File: src/rtl/rns_digit_count_sched.sv
// rns_digit_count_sched: one shared two-stage residue increment pipeline,
// time-shared round-robin among NUM_CH single-digit modular counters.
// A channel sitting in stage 1 is masked from arbitration, so a channel
// is never re-granted before its previous increment has been written back.
module rns_digit_count_sched #(
    parameter int DATA_WIDTH = 18,
    parameter int MODULUS    = 177147,
    parameter int NUM_CH     = 4,
    parameter int CH_W       = $clog2(NUM_CH)
) (
    input  logic                  clk,
    input  logic                  rst_n,
    input  logic [NUM_CH-1:0]     inc_req,
    output logic [NUM_CH-1:0]     inc_gnt,
    input  logic [NUM_CH-1:0]     clr,
    input  logic [CH_W-1:0]       rd_sel,
    output logic [DATA_WIDTH-1:0] rd_data,
    output logic [NUM_CH-1:0]     wrap_pulse,
    output logic                  busy
);

    localparam logic [DATA_WIDTH:0] MOD_VAL = (DATA_WIDTH + 1)'(MODULUS);
    localparam logic [DATA_WIDTH:0] ONE     = (DATA_WIDTH + 1)'(1);
    localparam logic [CH_W-1:0]     LAST_CH = CH_W'(NUM_CH - 1);

    logic [DATA_WIDTH-1:0] count [NUM_CH];
    logic [CH_W-1:0]       ptr;
    logic                  s1_valid;
    logic [CH_W-1:0]       s1_tag;
    logic [DATA_WIDTH:0]   s1_sum;

    logic [NUM_CH-1:0]     s1_mask;
    logic [NUM_CH-1:0]     eligible;
    logic                  gnt_found;
    logic [CH_W-1:0]       gnt_idx;
    logic [CH_W-1:0]       cand;
    logic                  wb_wrap;

    // Eligible channels: requesting, not being cleared, not already in flight.
    always_comb begin
        s1_mask  = s1_valid ? (NUM_CH'(1) << s1_tag) : '0;
        eligible = inc_req & ~clr & ~s1_mask;
    end

    // Round-robin search over eligible channels starting at the pointer.
    always_comb begin
        gnt_found = 1'b0;
        gnt_idx   = '0;
        cand      = '0;
        for (int k = 0; k < NUM_CH; k++) begin
            cand = CH_W'((int'(ptr) + k) % NUM_CH);
            if (!gnt_found && eligible[cand]) begin
                gnt_found = 1'b1;
                gnt_idx   = cand;
            end
        end
    end

    // Grant is one-hot and forced low while reset is asserted.
    always_comb begin
        inc_gnt = '0;
        if (rst_n && gnt_found) begin
            inc_gnt = NUM_CH'(1) << gnt_idx;
        end
    end

    // Stage 1 captures the widened sum and the channel tag; pointer advances past the winner.
    always_ff @(posedge clk or negedge rst_n) begin
        if (!rst_n) begin
            s1_valid <= 1'b0;
            s1_tag   <= '0;
            s1_sum   <= '0;
            ptr      <= '0;
        end else begin
            s1_valid <= gnt_found;
            if (gnt_found) begin
                s1_tag <= gnt_idx;
                s1_sum <= {1'b0, count[gnt_idx]} + ONE;
                ptr    <= (gnt_idx == LAST_CH) ? '0 : gnt_idx + 1'b1;
            end
        end
    end

    // Counts never exceed MODULUS-1, so the sum can only reach MODULUS exactly.
    assign wb_wrap = (s1_sum == MOD_VAL);

    // Writeback folds the wrap to zero; a clear on the same channel wins and kills the writeback.
    always_ff @(posedge clk or negedge rst_n) begin
        if (!rst_n) begin
            for (int i = 0; i < NUM_CH; i++) begin
                count[i] <= '0;
            end
            wrap_pulse <= '0;
        end else begin
            wrap_pulse <= '0;
            if (s1_valid && !clr[s1_tag]) begin
                count[s1_tag]      <= wb_wrap ? '0 : s1_sum[DATA_WIDTH-1:0];
                wrap_pulse[s1_tag] <= wb_wrap;
            end
            for (int i = 0; i < NUM_CH; i++) begin
                if (clr[i]) begin
                    count[i] <= '0;
                end
            end
        end
    end

    // Readback shows committed counts only; out-of-range selects read zero.
    always_comb begin
        rd_data = '0;
        if (int'(rd_sel) < NUM_CH) begin
            rd_data = count[rd_sel];
        end
    end

    assign busy = s1_valid;

endmodule

File: config.mk
export PLATFORM = sky130hd
export DESIGN_NAME = rns_digit_count_sched
export DESIGN_NICKNAME = d
export VERILOG_FILES = /design/src/rtl/rns_digit_count_sched.sv
export SDC_FILE = /design/constraint.sdc
export NUM_CORES = 1
export LEC_CHECK = 0
export ABC_CLOCK_PERIOD_IN_PS = 2600
export CAP_MARGIN = 5
export CORE_ASPECT_RATIO = 0.75
export CORE_MARGIN = 8
export CORE_UTILIZATION = 40
export DETAILED_ROUTE_END_ITERATION = 8
export PLACE_DENSITY_LB_ADDON = 0.2
export SETUP_SLACK_MARGIN = 0.05
export SYNTH_ARGS = -nofsm -noshare
export SYNTH_HDL_FRONTEND = slang
export SYNTH_SLANG_ARGS = --single-unit
File: constraint.sdc
create_clock -name clk -period 2.6 [get_ports clk]
set_input_delay 0.52 -clock clk [delete_from_list [all_inputs] [get_ports clk]]
set_output_delay 0.52 -clock clk [all_outputs]
set_load 0.01 [all_outputs]
==> results.toml <==
[timing]
rsz0062_at_grt = "true"
hold_viol_final = 0
slew_headroom_pct = 62.0
drv_slew = 0
min_period_over_period_pct = 117
post-route-min-period_ns = 3.04
max_freq_mhz = 329
tightest_slew_ns = 0.570
setup_viol = 21
fin_hold_ws_ns = 0.342
skew_ns = 0.00721
setup_slack_ns = -0.440

[critical_path]
cp-start-kind = "register"
crit_start = "s1_tag[1]$_DFFE_PN0N_"
worst_setup_path_end_kind = "register"
cp_data_arrival_time_ns = 3.26
r2r_slack_ns = -0.44
cp_cell_sequence = "buf_4, nand3b_1, a32oi_4, o221ai_4, buf_12, buf_12, mux2i_1, mux2_4, nor4_4, nand4_2, mux2i_1, nand3_1"
worstPathMaxFanout = 24
slowest_stage = "dfrtp_1"
worstPathRequired_ns = 2.82
cp.depth = 12
critPathTopFamily = "simple AND/OR/NAND/NOR gates"
r2r_cells = 12
worst_path_largest_cell_delay_ns = 0.42
worst-setup-path-type = "register to register"
crit_end = "s1_sum[17]$_DFFE_PN0N_"
r2r-end = "s1_sum[17]$_DFFE_PN0N_"
reg2reg_from = "s1_tag[1]$_DFFE_PN0N_"
path_buf_inv = 3

[power_and_ir_drop]
power_density_nw_per_um2 = 649
ir_worst_vdd_uv = 482
p_leak_nw = 3.41
p_total_w = 0.00476

[synth]
async_reset_ff_share_pct = 100
yosys-top-cells-area = "dfrtp_1 45%, nand3b_1 7.4%, mux2i_1 7.3%, mux4_2 7.2%, nand2_1 5.5%"
synth_top_family_by_area = "simple AND/OR/NAND/NOR gates"
synth_most_common_cell = "dfrtp_1"
synth_cells = 540
yosysWarnings = 0
synth-simple-area-share_pct = 23.0
synth_top_area_cell = "dfrtp_1"
synth-compound-area-share_pct = 7.64
ys_types = 46
synth_edf_count = 0
muxShareOfSynthArea_pct = 17.7
ys.flop_type = "dfrtp_1"
syn_area_um2 = 5600
syn_area_per_cell_um2 = 10.4
synthTopCellsByCount = "100 x dfrtp_1, 82 x nand2_1, 60 x o21ai_0"
syn-num-nets = 557
ys_seq_elements = 100
seq_area_frac_synth_pct = 44.7
yosysTopAreaCellShare_pct = 44.7
synth_xor_xnor_area_share_pct = 2.19
synthAdderAreaFrac_pct = 1.12

[place]
dp_hpwl_mm = 10.9
gp_congestion = 0.848
io_buffers = 38

[routing]
vias = 4640
viasPerCell = 5.71
post-route-drc-count = 0
first_iter_violations = 346
drt_wl_total_mm = 17.2
antenna_left = 0
wl_per_cell_um = 21.2
firstDrtPassIters = 5

[layout]
syn2layout_area_growth_pct = 30.9
fillCellCount = 1191
drive_gt1_share_pct = 28.7
fin_nets = 649
antenna_cells = 0

[clock_tree]
cts_root_buffer = "clkbuf_16"
ctsHoldBuffers = 0
numCtsBuffers = 9
cts_max_level = 3
clk_latency_ns = 0.35
path_clk_slew_ns = 0.07
cts_buffer_depth = 2
cts_tree = "built"
cts.sinks = 100

[floorplanning]
io-pin-count = 39
start_util_pct = 40.9
core_um2 = 13700
die_area_um2 = 18100
fp.dieH_um = 118
die_x_um = 153
num_rows = 37

[global_route]
grt_pass1_vias = 4779
antenna_found_initial = 0
grt_first_pass_wirelength_mm = 27.5
grt.total_usage_pct = 19.2
overflow = 0
grt_start_max_net_pins = 101

[job]
maxCapViolCount = 0

[status]
status = "finished with violations"
violations = "negative setup slack"

[hold_path]
hold_class = "input pin to asynchronous set/reset pin"
## routing by layer
layer | wire [um] | GRT usage (%)
met1 | 8310 | 26.8
met2 | 7760 | 29.7
met3 | 903 | 4.66
met4 | 201 | 4.25
met5 | 0 | 0
## worst min-delay path by stage
stage                           startpoint                     end  slack (ns)  depth (start not counted)
finish                               rst_n    count[7]$_DFFE_PN0P_        0.34                          2
global route                         rst_n   count[62]$_DFFE_PN0P_        0.38                          2
CTS                                  rst_n   count[61]$_DFFE_PN0P_        0.36                          2
detailed placement  s1_sum[18]$_DFFE_PN0N_  s1_sum[18]$_DFFE_PN0N_        0.50                          1
global placement     s1_sum[1]$_DFFE_PN0N_   s1_sum[1]$_DFFE_PN0N_        0.48                          2
floorplan                            rst_n          busy$_DFF_PN0_        0.22                          0
## repair_timing
action / in CTS / in global routing
setup endpoints to repair: 40 / 22
resized for setup: 61 / 29
setup buffers: 9 / 7
gates cloned: 2 / 0
pin swaps: 1 / 2
## cell type report
| class | count | area (um^2) | share of cell area (%) |
|---|---|---|---|
| inverter | 6 | 22.5 | 0.307 |
| tap | 175 | 219 | 2.99 |
| clock buffer | 10 | 239 | 3.26 |
| clock inverter | 6 | 63.8 | 0.871 |
| multi-input combinational | 398 | 3160 | 43.1 |
| sequential | 100 | 2500 | 34.2 |
| timing repair buffer | 117 | 1130 | 15.4 |
## flip-flops by register name (all words and copies together) (netlist names)
register and cells:
s1_tag 2, ptr 2, busy 1, count 72
s1_sum 19, wrap_pulse 4
## worst reg2reg max path, delay by kind of cell (launching register included)
family,cells,cell delay [ns]
AO/OA/AOI/OAI,2,0.49
buffers and inverters,3,0.54
AND/OR/NAND/NOR,4,0.85
flip-flops,1,0.42
multiplexers,3,0.64
## cell usage in the layout, fill, tap and decap left out, drive strengths merged, types with 8 or more instances in the layout
cell,instances
and3,8
buf,82
clkbuf,10
clkdlybuf4s50,16
dfrtp,100
dlygate4sd2,16
mux2,13
mux2i,42
mux4,18
nand2,82
nand2b,9
nand3,25
nand3b,55
nor2,16
o21ai,70
xnor2,12
## report_power, final
part / switching, W / internal [W]
logic: 0.000879 / 0.000719
registers: 0.000117 / 0.00165
clock network: 0.000619 / 0.000772
total: 0.00161 / 0.00314
## logic make-up (layout without fill, tap and decap cells)
kind of cell,Yosys count,in the layout
xor gates and xnor gates,14,14
and+or+nand+nor,228,228
DFF,100,100
AOI/OAI and AO/OA,78,78
muxes,73,73
adders and majority gates,5,5
buffers and inverters,42,139
## stage by stage
stage	setup TNS (ns)	util [%]	instance area, um^2	instances	setup WS (ns)
after floorplan	-2.03	-	5650	540	-0.207
after global placement	-15.95	48.4	6630	779	-0.663
after detailed placement	-18.84	48.4	6630	779	-0.808
after CTS	-5.66	52.2	7160	806	-0.390
after global routing	-8.65	53.5	7330	812	-0.573
final	-6.57	53.5	7330	812	-0.440
Power figures use the tool's default switching activity.
